### src/rtl/fetch_unit.sv
// fetch_unit: instruction fetch stage feeding decode.
// Issues in-order word reads to instruction memory, buffers the returned
// 16-bit instructions in a small FIFO and presents the head to decode.
// A taken branch flushes the FIFO, marks every read still in flight as
// stale and restarts fetching at the branch target.
module fetch_unit #(
  parameter int          DEPTH    = 4,
  parameter logic [15:0] RESET_PC = 16'h0
) (
  input  logic        clk,
  input  logic        reset,
  input  logic        stall,
  input  logic        is_branch_taken,
  input  logic [15:0] branch_target,
  output logic        imem_req,
  output logic [15:0] imem_addr,
  input  logic        imem_gnt,
  input  logic        imem_rvalid,
  input  logic [15:0] imem_rdata,
  output logic [15:0] instr,
  output logic [15:0] instr_pc,
  output logic        instr_valid
);

  localparam int PW = (DEPTH > 1) ? $clog2(DEPTH) : 1;
  localparam int CW = $clog2(DEPTH + 1);

  typedef enum logic {
    ST_HOLD,
    ST_RUN
  } run_state_t;

  run_state_t state, state_nxt;

  logic [15:0]   fetch_pc;
  logic [15:0]   resp_pc;
  logic [15:0]   last_pc;
  logic [15:0]   data_mem [DEPTH];
  logic [15:0]   pc_mem   [DEPTH];
  logic [PW-1:0] rd_ptr;
  logic [PW-1:0] wr_ptr;
  logic [CW-1:0] count;
  logic [CW-1:0] outstanding;
  logic [CW-1:0] outstanding_nxt;
  logic [CW-1:0] kill_cnt;
  logic [CW:0]   occupancy;
  logic          credit;
  logic          fire;
  logic          push;
  logic          pop;

  function automatic logic [PW-1:0] ptr_inc(input logic [PW-1:0] p);
    return (p == PW'(DEPTH - 1)) ? '0 : p + 1'b1;
  endfunction

  // Hold off requests for one edge after reset release, then run freely
  always_ff @(posedge clk or negedge reset) begin
    if (!reset) begin
      state <= ST_HOLD;
    end else begin
      state <= state_nxt;
    end
  end

  // Next run state plus request, push and pop decisions for this cycle
  always_comb begin
    state_nxt       = state;
    imem_req        = 1'b0;
    imem_addr       = fetch_pc;
    occupancy       = {1'b0, count} + {1'b0, outstanding};
    credit          = occupancy < (CW + 1)'(DEPTH);
    instr_valid     = (count != '0);
    instr           = 16'h0000;
    instr_pc        = last_pc;
    if (state == ST_HOLD) begin
      state_nxt = ST_RUN;
    end
    if (state == ST_RUN && credit && !is_branch_taken) begin
      imem_req = 1'b1;
    end
    if (instr_valid) begin
      instr    = data_mem[rd_ptr];
      instr_pc = pc_mem[rd_ptr];
    end
    fire            = imem_req && imem_gnt;
    push            = imem_rvalid && (kill_cnt == '0) && !is_branch_taken;
    pop             = instr_valid && !stall && !is_branch_taken;
    outstanding_nxt = outstanding + CW'(fire) - CW'(imem_rvalid);
  end

  // FIFO storage; entries are only read while count says they are live
  always_ff @(posedge clk) begin
    if (push) begin
      data_mem[wr_ptr] <= imem_rdata;
      pc_mem[wr_ptr]   <= resp_pc;
    end
  end

  // Fetch pointer, read tracking and FIFO bookkeeping; a branch overrides all
  always_ff @(posedge clk or negedge reset) begin
    if (!reset) begin
      fetch_pc    <= RESET_PC;
      resp_pc     <= RESET_PC;
      last_pc     <= 16'h0000;
      rd_ptr      <= '0;
      wr_ptr      <= '0;
      count       <= '0;
      outstanding <= '0;
      kill_cnt    <= '0;
    end else begin
      outstanding <= outstanding_nxt;
      last_pc     <= instr_pc;
      if (is_branch_taken) begin
        // Every read still in flight after this edge belongs to the old stream
        fetch_pc <= branch_target;
        resp_pc  <= branch_target;
        kill_cnt <= outstanding_nxt;
        rd_ptr   <= '0;
        wr_ptr   <= '0;
        count    <= '0;
      end else begin
        if (fire) begin
          fetch_pc <= fetch_pc + 16'h0001;
        end
        if (imem_rvalid && kill_cnt != '0) begin
          kill_cnt <= kill_cnt - 1'b1;
        end
        if (push) begin
          wr_ptr  <= ptr_inc(wr_ptr);
          resp_pc <= resp_pc + 16'h0001;
        end
        if (pop) begin
          rd_ptr <= ptr_inc(rd_ptr);
        end
        count <= count + CW'(push) - CW'(pop);
      end
    end
  end

endmodule
### config.mk
export PLATFORM = sky130hd
export DESIGN_NAME = fetch_unit
export DESIGN_NICKNAME = d
export VERILOG_FILES = /design/src/rtl/fetch_unit.sv
export SDC_FILE = /design/constraint.sdc
export NUM_CORES = 1
export LEC_CHECK = 0
export ABC_CLOCK_PERIOD_IN_PS = 2910
export BUFFER_PORTS_ARGS = -buffer_cell sky130_fd_sc_hd__buf_2
export CELL_PAD_IN_SITES_DETAIL_PLACEMENT = 0
export CELL_PAD_IN_SITES_GLOBAL_PLACEMENT = 2
export CORE_ASPECT_RATIO = 0.9
export CORE_UTILIZATION = 38
export DETAILED_ROUTE_END_ITERATION = 8
export PLACE_DENSITY_LB_ADDON = 0.25
export SLEW_MARGIN = 20
export SYNTH_ARGS = -nofsm -noshare
export SYNTH_HDL_FRONTEND = slang
export SYNTH_SLANG_ARGS = --single-unit
### constraint.sdc
create_clock -name clk -period 2.91 [get_ports clk]
set_input_delay 0 -clock clk [delete_from_list [all_inputs] [get_ports clk]]
set_output_delay 0 -clock clk [all_outputs]
set_load 0.005 [all_outputs]
==> qor.txt, run 1 <==
Status: finished clean
Setup violators final: 0
Worst Skew: 12.2 ps
Die Area: 21500 sq um
Routability cong.: 0.775
Area Growth Syn to Fin: 21.8%
Via density: 5.25
Ports: 88
Hold Path Class: primary input to register
Synth Flop Type: edfxtp_1
CTS Hold Bufs: 35
Area fraction of the dominant cell type after synthesis: 48.3%
Latest clock arrival within the worst-skew pair: 430 ps
Post-synthesis async set-or-reset flop share: 32.6%
Kind of critical path: register to register
Synth cell count leaders: edfxtp_1, dfrtp_1, mux4_2, nand2_1, o21ai_0
Root Driver: clkbuf_16
CP peak stage delay: 440 ps
CTS tree: yes
Final worst setup slack: 268 ps
Netlist cell types: 47
Pre-CTS setup slack: 276 ps
Nets: 686
CP most frequent cell: ha_1
DR vias: 4719
Cell Chain, Critical Path: ha_1 -> nor4b_2 -> nand4_1 -> ha_1 -> inv_1 -> ha_1 -> fa_1 -> xnor2_1 -> nand2_1 -> o21ai_0
# resized after CTS: 0
Worst path arrival time: 2990 ps
Crit path max-delay family: adder cells
Design Area, Final: 9700 sq um
Slew HR: 42.8%
Final min period: 2640 ps
Post-place instance area: 8760 sq um
Core footprint: 20200 sq um
Final hold violations: 0
Fin Setup TNS: 0 ps
GR Util All Layers: 16.0%
CP Data Required Time: 3260 ps
Synth warn: 0
Share of cells above drive strength 1: 30.0%
Multi-input gate area: 2420 sq um
Pin count of the biggest net entering global routing: 63
WL met3: 528 microns
Synth area leader: edfxtp_1
Post-Synthesis Cells: 498
Antenna violations before repair: 0
Worst setup SP type: register
Register Area: 5400 sq um
Remaining DRCs: 0
Postcts setup bufs: 0
Highest Signal Layer: met4
Clock Path Buffers: 2
CTS Buf Count: 17
Vias in the first global route: 4845
Total gr overflow: 0
Die Y: 139 microns
Worst Tran Pin Value: 857 ps
Wl on met1: 7.85 mm
FP Rows: 49
Met2 wire length: 7.70 mm
Unrepaired setup endpoints after global routing: no
Max-cap viol count: 0
Top-count cell post-synth: edfxtp_1
Power Dens Cells: 790 nW/um^2
Syn_area_per_cell: 16.0 sq um
Post-DRT Antenna Nets: 0
Post-synth EDFFs: 128
Routed WL per cell: 18.1 microns
VDD IR max: 0.000402 V
Max Fanout on Critical Path: 3
Final WL: 16.3 mm
FMAX: 0.378 GHz
Clock sinks: 190
Setup crit end kind: register
Starting Density: 39.4%
Slew Limit Fails: 0
Top cells by area, synth: edfxtp_1, dfrtp_1, mux4_2, mux2_2, ha_1
First-pass GRT wire length: 26.3 mm
Fill cells: 1782
Mapped Nets: 553
Antenna Cells: 0
Critical path's slowest cell: dfrtp_1
Buf/Inv on CP: 1
CTS H-tree lvls: 4
Mapped Area: 7960 sq um
Clock transition at path regs: 70 ps
Register area share after synthesis: 67.7%
Pleak: 3.60 nW
#FFs+latches synth: 190
Die Wd: 155 microns
Input/output buffers: 87
Dpl hpwl: 10.4 mm
DRT Pass-1 Iters: 4
DR iter-0 viols: 239
Tcrit/Tclk final: 90.8%
==> cell usage in the layout, fill, tap and decap left out, types with 8 or more instances in the layout <==
cell           Yosys  final
dlygate4sd3_1      0     35
clkbuf_16          0     17
ha_1              15     15
o21ai_0           20     20
nor2_1            13     13
nor3_1             8      8
edfxtp_1         128    128
buf_4              0     13
nor2b_1           18     18
nand3_1           15     15
buf_2              3     87
dfrtp_1           62     61
inv_1             18     18
xnor2_1           12     12
mux2_2            18     18
nand2_1           25     25
o311ai_0          12     12
mux4_2            32     32
==> sequential cells by signal, indices dropped and copies added, names as in the netlist <==
signal       count
count            3
data_mem        64
imem_addr       16
kill_cnt         3
last_pc         16
outstanding      3
pc_mem          64
rd_ptr           2
resp_pc         16
state            1
wr_ptr           2
==> kinds of logic after synthesis <==
kind of cell,synth area share [%]
adders and majority gates,2.86
muxes,12.0
xor gates and xnor gates,1.87
DFF,67.7
other,0.0471
and+or+nand+nor,8.80
buffers and inverters,1.95
AOI/OAI and AO/OA,4.76
==> area by class of cell <==
class / instances / share of cell area [%]
sequential: 190 / 55.6
clock buffer: 17 / 4.39
inverter: 18 / 0.697
clock inverter: 15 / 1.73
multi-input combinational: 268 / 24.9
tap: 255 / 3.29
timing repair buffer: 136 / 9.31
==> final timing paths <==
kind                                      startpoint                        to  slack [ps]  depth (start not counted)
worst max-delay path              count[2]$_DFF_PN0_   kill_cnt[2]$_DFFE_PN0P_         270                         10
worst min-delay path                     imem_rvalid   kill_cnt[2]$_DFFE_PN0P_          40                          4
worst max register to register    count[2]$_DFF_PN0_   kill_cnt[2]$_DFFE_PN0P_         270                         10
worst min register to register  last_pc[4]$_DFF_PN0_      last_pc[4]$_DFF_PN0_         500                          1
max in group asynchronous                      reset     rd_ptr[0]$_DFFE_PN0P_        2020                          3
min in group asynchronous                      reset  outstanding[0]$_DFF_PN0_         300                          3
==> routing by layer <==
layer  track usage, %  vias up
li1                 -     2193
met1             22.5     2396
met2             25.6      109
met3             2.68       21
met4             4.90        0
met5                0        -
==> stage by stage <==
stage	hold slack (ps)	utilization, %	instances	total power [mW]
2_1_floorplan	-296	-	498	4.65
3_3_place_gp	213	43.3	832	5.37
3_5_place_dp	217	43.3	832	5.42
4_1_cts	27.8	47.9	899	7.77
5_1_grt	72.6	47.9	899	8.08
6_report	41.2	47.9	899	7.66
==> power by group <==
group	leakage, nW	total, mW	internal (mW)	switching [mW]
Combinational	1.41	1.91	0.987	0.919
Clock	0.291	2.31	1.23	1.08
Sequential	1.90	3.44	3.20	0.238
Total	3.60	7.66	5.42	2.24
==> worst register-to-register path, cell delays in order, from the launching register on <==
cell	delay [ps]
dfrtp_1	440
ha_1	330
nor4b_2	360
nand4_1	170
ha_1	300
inv_1	40
ha_1	190
fa_1	380
xnor2_1	210
nand2_1	70
o21ai_0	70
No activity file was read; power rests on OpenSTA's default activity.
==> inputs of run 2 (changes only) <==
--- a/config.mk
+++ b/config.mk
@@ -13,6 +13,7 @@
 export CORE_UTILIZATION = 38
 export DETAILED_ROUTE_END_ITERATION = 8
 export PLACE_DENSITY_LB_ADDON = 0.25
+export REMOVE_ABC_BUFFERS = 1
 export SLEW_MARGIN = 20
 export SYNTH_ARGS = -nofsm -noshare
 export SYNTH_HDL_FRONTEND = slang
==> qor.txt, run 2 (synthesis results as in run 1) <==
DRT Pass-1 Iters: 4
Clock Path Buffers: 2
CP most frequent cell: ha_1
FP Rows: 49
DR vias: 4683
Worst Skew: 7.46 ps
CTS tree: yes
Buf/Inv on CP: 1
Crit path max-delay family: adder cells
Antenna Cells: 0
Largest regs: data_mem x64, pc_mem x64
Pre-CTS setup slack: 246 ps
Critical path's slowest cell: dfrtp_1
CP peak stage delay: 430 ps
Cell Chain, Critical Path: ha_1 -> nor4b_2 -> nand4_1 -> ha_1 -> inv_1 -> ha_1 -> fa_1 -> xnor2_1 -> nand2_1 -> o21ai_0
Most common cell after layout, fill and taps aside: edfxtp_1
Total power: 7.52 mW
Max-cap viol count: 0
Share of cells above drive strength 1: 30.7%
Final worst setup slack: 250 ps
Root Driver: clkbuf_16
FMAX: 0.376 GHz
Post-DRT Antenna Nets: 0
Die Area: 21500 sq um
Area Growth Syn to Fin: 21.6%
Design Area, Final: 9680 sq um
CTS Buf Count: 17
Pleak: 3.59 nW
Ports: 88
Via density: 5.20
Starting Density: 39.4%
Worst Tran Pin Value: 800 ps
Reg2reg start: count[2]$_DFF_PN0_
CTS Hold Bufs: 34
Total gr overflow: 0
Input/output buffers: 87
Status: finished clean
Fill cells: 1760
Critical R2R Capture: kill_cnt[2]$_DFFE_PN0P_
Vias in the first global route: 4749
Final hold violations: 0
Final min period: 2660 ps
Flop2flop setup slack: 250 ps
Post-place instance area: 8780 sq um
Most frequent cells in the layout: edfxtp_1, buf_2, dfrtp_1
Final Core Density: 47.9%
Max Fanout on Critical Path: 3
Kind of critical path: register to register
Final WL: 16.1 mm
Nets: 688
Routability cong.: 0.800
Routed WL per cell: 17.9 microns
Antenna violations before repair: 0
Die Wd: 155 microns
Power Dens Cells: 776 nW/um^2
DR iter-0 viols: 179
Setup crit end kind: register
Worst setup SP type: register
Latest clock arrival within the worst-skew pair: 430 ps
WHS: 30.7 ps
Remaining DRCs: 0
CTS H-tree lvls: 4
First-pass GRT wire length: 25.8 mm
CP endpoint: kill_cnt[2]$_DFFE_PN0P_
Postcts setup bufs: 0
Clock transition at path regs: 70 ps
Crit. Startpoint: count[2]$_DFF_PN0_
# resized after CTS: 0
Die Y: 139 microns
CP Data Required Time: 3260 ps
Clock sinks: 190
VDD IR max: 0.000414 V
Pin count of the biggest net entering global routing: 37
Slew HR: 46.7%
Reg2Reg Depth: 10
Tcrit/Tclk final: 91.4%
GR Util All Layers: 16.0%
Hold Path Class: primary input to register
Setup violators final: 0
Core footprint: 20200 sq um
Unrepaired setup endpoints after global routing: no
Dpl hpwl: 10.6 mm
Worst path arrival time: 3010 ps
Cell depth of the worst setup path: 10
Slew Limit Fails: 0
## run 2: cell types whose count changed in the layout (fill, tap and decap cells not counted), sizes merged
cell,previous run,this run
bufinv,1,0
dlygate4sd3,35,34
clkinv,4,6
inv,27,23
buf,101,104
clkinvlp,1,3
clkbuf,17,18
## run 2: metal layers
layer / track usage [%] / up-vias / share of wire [%]
met3: 3.86 / 9 / 4.3
met5: 0 / - / 0
met4: 5.21 / 0 / 0.95
met2: 25.0 / 123 / 47
li1: - / 2200 / -
met1: 22.0 / 2351 / 48
## run 2: worst min-delay path by stage
stage                          startpoint                       end  slack (ps)  depth (start not counted)
after global placement              reset  outstanding[0]$_DFF_PN0_         120                          1
after floorplan                     reset        count[0]$_DFF_PN0_        -300                          0
after global routing      is_branch_taken     wr_ptr[0]$_DFFE_PN0P_          70                          2
final                         imem_rvalid   kill_cnt[2]$_DFFE_PN0P_          30                          4
after CTS                     imem_rvalid   kill_cnt[2]$_DFFE_PN0P_          20                          4
after detailed placement            reset  outstanding[0]$_DFF_PN0_         130                          1
## run 2: layout make-up
type	count	area, sq um	area share, %
clock inverter	14	131	1.36
clock buffer	18	429	4.43
tap	255	319	3.29
sequential	190	5400	55.7
inverter	18	67.6	0.698
timing repair buffer	138	916	9.46
multi-input combinational	268	2420	25.0
## run 2: through the flow
step           TNS (ps)  instances
2_1_floorplan      -496        476
3_3_place_gp          0        835
3_5_place_dp          0        835
4_1_cts               0        901
5_1_grt               0        901
6_report              0        901
## run 2: where the power goes
part / switching (mW) / internal (mW) / leakage [nW]
combinational: 0.930 / 0.994 / 1.42
sequential: 0.222 / 3.20 / 1.90
clock: 1.04 / 1.12 / 0.263
## run 2: worst reg2reg max path, cell delays in order, from the launching register on
cell and delay, ps:
dfrtp_1 430, ha_1 330, nor4b_2 340, nand4_1 190, ha_1 310, inv_1 40
ha_1 180, fa_1 380, xnor2_1 230, nand2_1 70, o21ai_0 90
==> inputs of run 3 (changes only) <==
--- a/config.mk
+++ b/config.mk
@@ -10,9 +10,10 @@
 export CELL_PAD_IN_SITES_DETAIL_PLACEMENT = 0
 export CELL_PAD_IN_SITES_GLOBAL_PLACEMENT = 2
 export CORE_ASPECT_RATIO = 0.9
-export CORE_UTILIZATION = 38
+export CORE_UTILIZATION = 40
+export CTS_BUF_LIST = sky130_fd_sc_hd__clkbuf_8
 export DETAILED_ROUTE_END_ITERATION = 8
-export PLACE_DENSITY_LB_ADDON = 0.25
+export PLACE_DENSITY_LB_ADDON = 0.1
 export REMOVE_ABC_BUFFERS = 1
 export SLEW_MARGIN = 20
 export SYNTH_ARGS = -nofsm -noshare
==> qor.txt, run 3 (synthesis results as in run 1) <==
First-pass GRT wire length: 26.1 mm
WHS: 107 ps
Worst Skew: 16.5 ps
Worst path arrival time: 3010 ps
FMAX: 0.381 GHz
Vias in the first global route: 4731
Final Core Density: 49.2%
Final hold violations: 0
Setup crit end kind: register
Input/output buffers: 87
Most frequent cells in the layout: edfxtp_1, buf_2, dfrtp_1
FP Rows: 48
Design Area, Final: 9520 sq um
Pre-CTS setup slack: 280 ps
DRT Pass-1 Iters: 6
CTS H-tree lvls: 4
DR iter-0 viols: 199
Routability cong.: 0.811
Slew Limit Fails: 0
Die Y: 136 microns
Share of cells above drive strength 1: 29.9%
Slew HR: 51.8%
Worst Tran Pin Value: 723 ps
Most common cell after layout, fill and taps aside: edfxtp_1
Tcrit/Tclk final: 90.1%
Post-DRT Antenna Nets: 0
CTS Buf Count: 17
GR Util All Layers: 17.2%
Dpl hpwl: 10.2 mm
Kind of critical path: register to register
Worst setup SP type: register
Final WL: 16.1 mm
Latest clock arrival within the worst-skew pair: 470 ps
Antenna violations before repair: 0
Max Fanout on Critical Path: 3
Antenna Cells: 0
Core footprint: 19300 sq um
Pin count of the biggest net entering global routing: 37
Ports: 88
Remaining DRCs: 0
Final worst setup slack: 288 ps
Total gr overflow: 0
Root Driver: clkbuf_8
CP Data Required Time: 3300 ps
Postcts setup bufs: 0
Die Wd: 151 microns
Setup violators final: 0
Routed WL per cell: 17.9 microns
# resized after CTS: 0
DR vias: 4619
Clock Path Buffers: 2
Post-place instance area: 8760 sq um
VDD IR max: 0.000403 V
Power Dens Cells: 733 nW/um^2
Pleak: 3.51 nW
Clock sinks: 190
Unrepaired setup endpoints after global routing: no
Final min period: 2620 ps
Largest regs: data_mem x64, pc_mem x64
Hold Path Class: primary input to asynchronous set/reset pin
Fill cells: 1692
Starting Density: 41.2%
Clock transition at path regs: 100 ps
Area Growth Syn to Fin: 19.5%
Via density: 5.16
Nets: 688
Die Area: 20500 sq um
CTS tree: yes
Status: finished clean
Max-cap viol count: 0
-- run 3: changes by cell type in the layout (fill, tap and decap cells not counted), sizes merged --
| cell | previous run | this run |
|---|---|---|
| buf | 104 | 101 |
| dlygate4sd3 | 34 | 37 |
| clkinv | 6 | 8 |
| clkinvlp | 3 | 1 |
| clkbuf | 18 | 17 |
| inv | 23 | 24 |
-- run 3: area by class of cell --
class                           count  area, sq um  share of cell area (%)
Sequential cell                   190         5400                    56.7
Tap cell                          250          313                    3.29
Timing Repair Buffer              138          936                    9.83
Inverter                           18         67.6                   0.710
Clock inverter                     15          150                    1.58
Clock buffer                       17          234                    2.46
Multi-Input combinational cell    268         2420                    25.4
-- run 3: through the flow --
step	setup TNS [ps]	cells	total power, mW
finish	0	896	6.97
detailed placement	0	827	5.40
floorplan	-496	476	4.62
CTS	0	896	7.09
global placement	0	827	5.37
global route	0	896	7.43
-- run 3: worst paths after layout --
kind | from | to | slack, ps | depth (start not counted)
worst min register to register | last_pc[8]$_DFF_PN0_ | last_pc[8]$_DFF_PN0_ | 500 | 1
worst max register to register | count[2]$_DFF_PN0_ | kill_cnt[2]$_DFFE_PN0P_ | 290 | 10
worst max-delay path | count[2]$_DFF_PN0_ | kill_cnt[2]$_DFFE_PN0P_ | 290 | 10
min in group clk | imem_gnt | imem_addr[4]$_DFFE_PN0P_ | 120 | 4
worst min-delay path | reset | imem_addr[6]$_DFFE_PN0P_ | 110 | 2
max in group asynchronous | reset | rd_ptr[0]$_DFFE_PN0P_ | 2100 | 3
-- run 3: report_power, final --
group,leakage [nW],total [mW],switching (mW),internal [mW]
sequential,1.90,3.42,0.223,3.20
combinational,1.42,1.90,0.906,0.999
clock,0.193,1.64,1.01,0.634
-- run 3: timing repair --
item                                   4_1_cts  5_1_grt
setup endpoints to repair                    0        0
endpoints found under the hold margin      132        0
hold buffers                                37        0
-- run 3: metal layers --
layer	global-route usage, %	routed length (microns)	vias to the layer above
met4	4.83	125	0
met3	3.93	656	10
met2	27.7	7590	107
met5	0	0	-
met1	23.4	7700	2301
li1	-	-	2201
-- run 3: worst max-delay path: stages (launching register included) --
cell     delay, ps
dfrtp_1        450
ha_1           340
nor4b_2        350
nand4_1        180
ha_1           300
inv_1           40
ha_1           180
fa_1           380
xnor2_1        200
nand2_1         70
o21ai_0         80
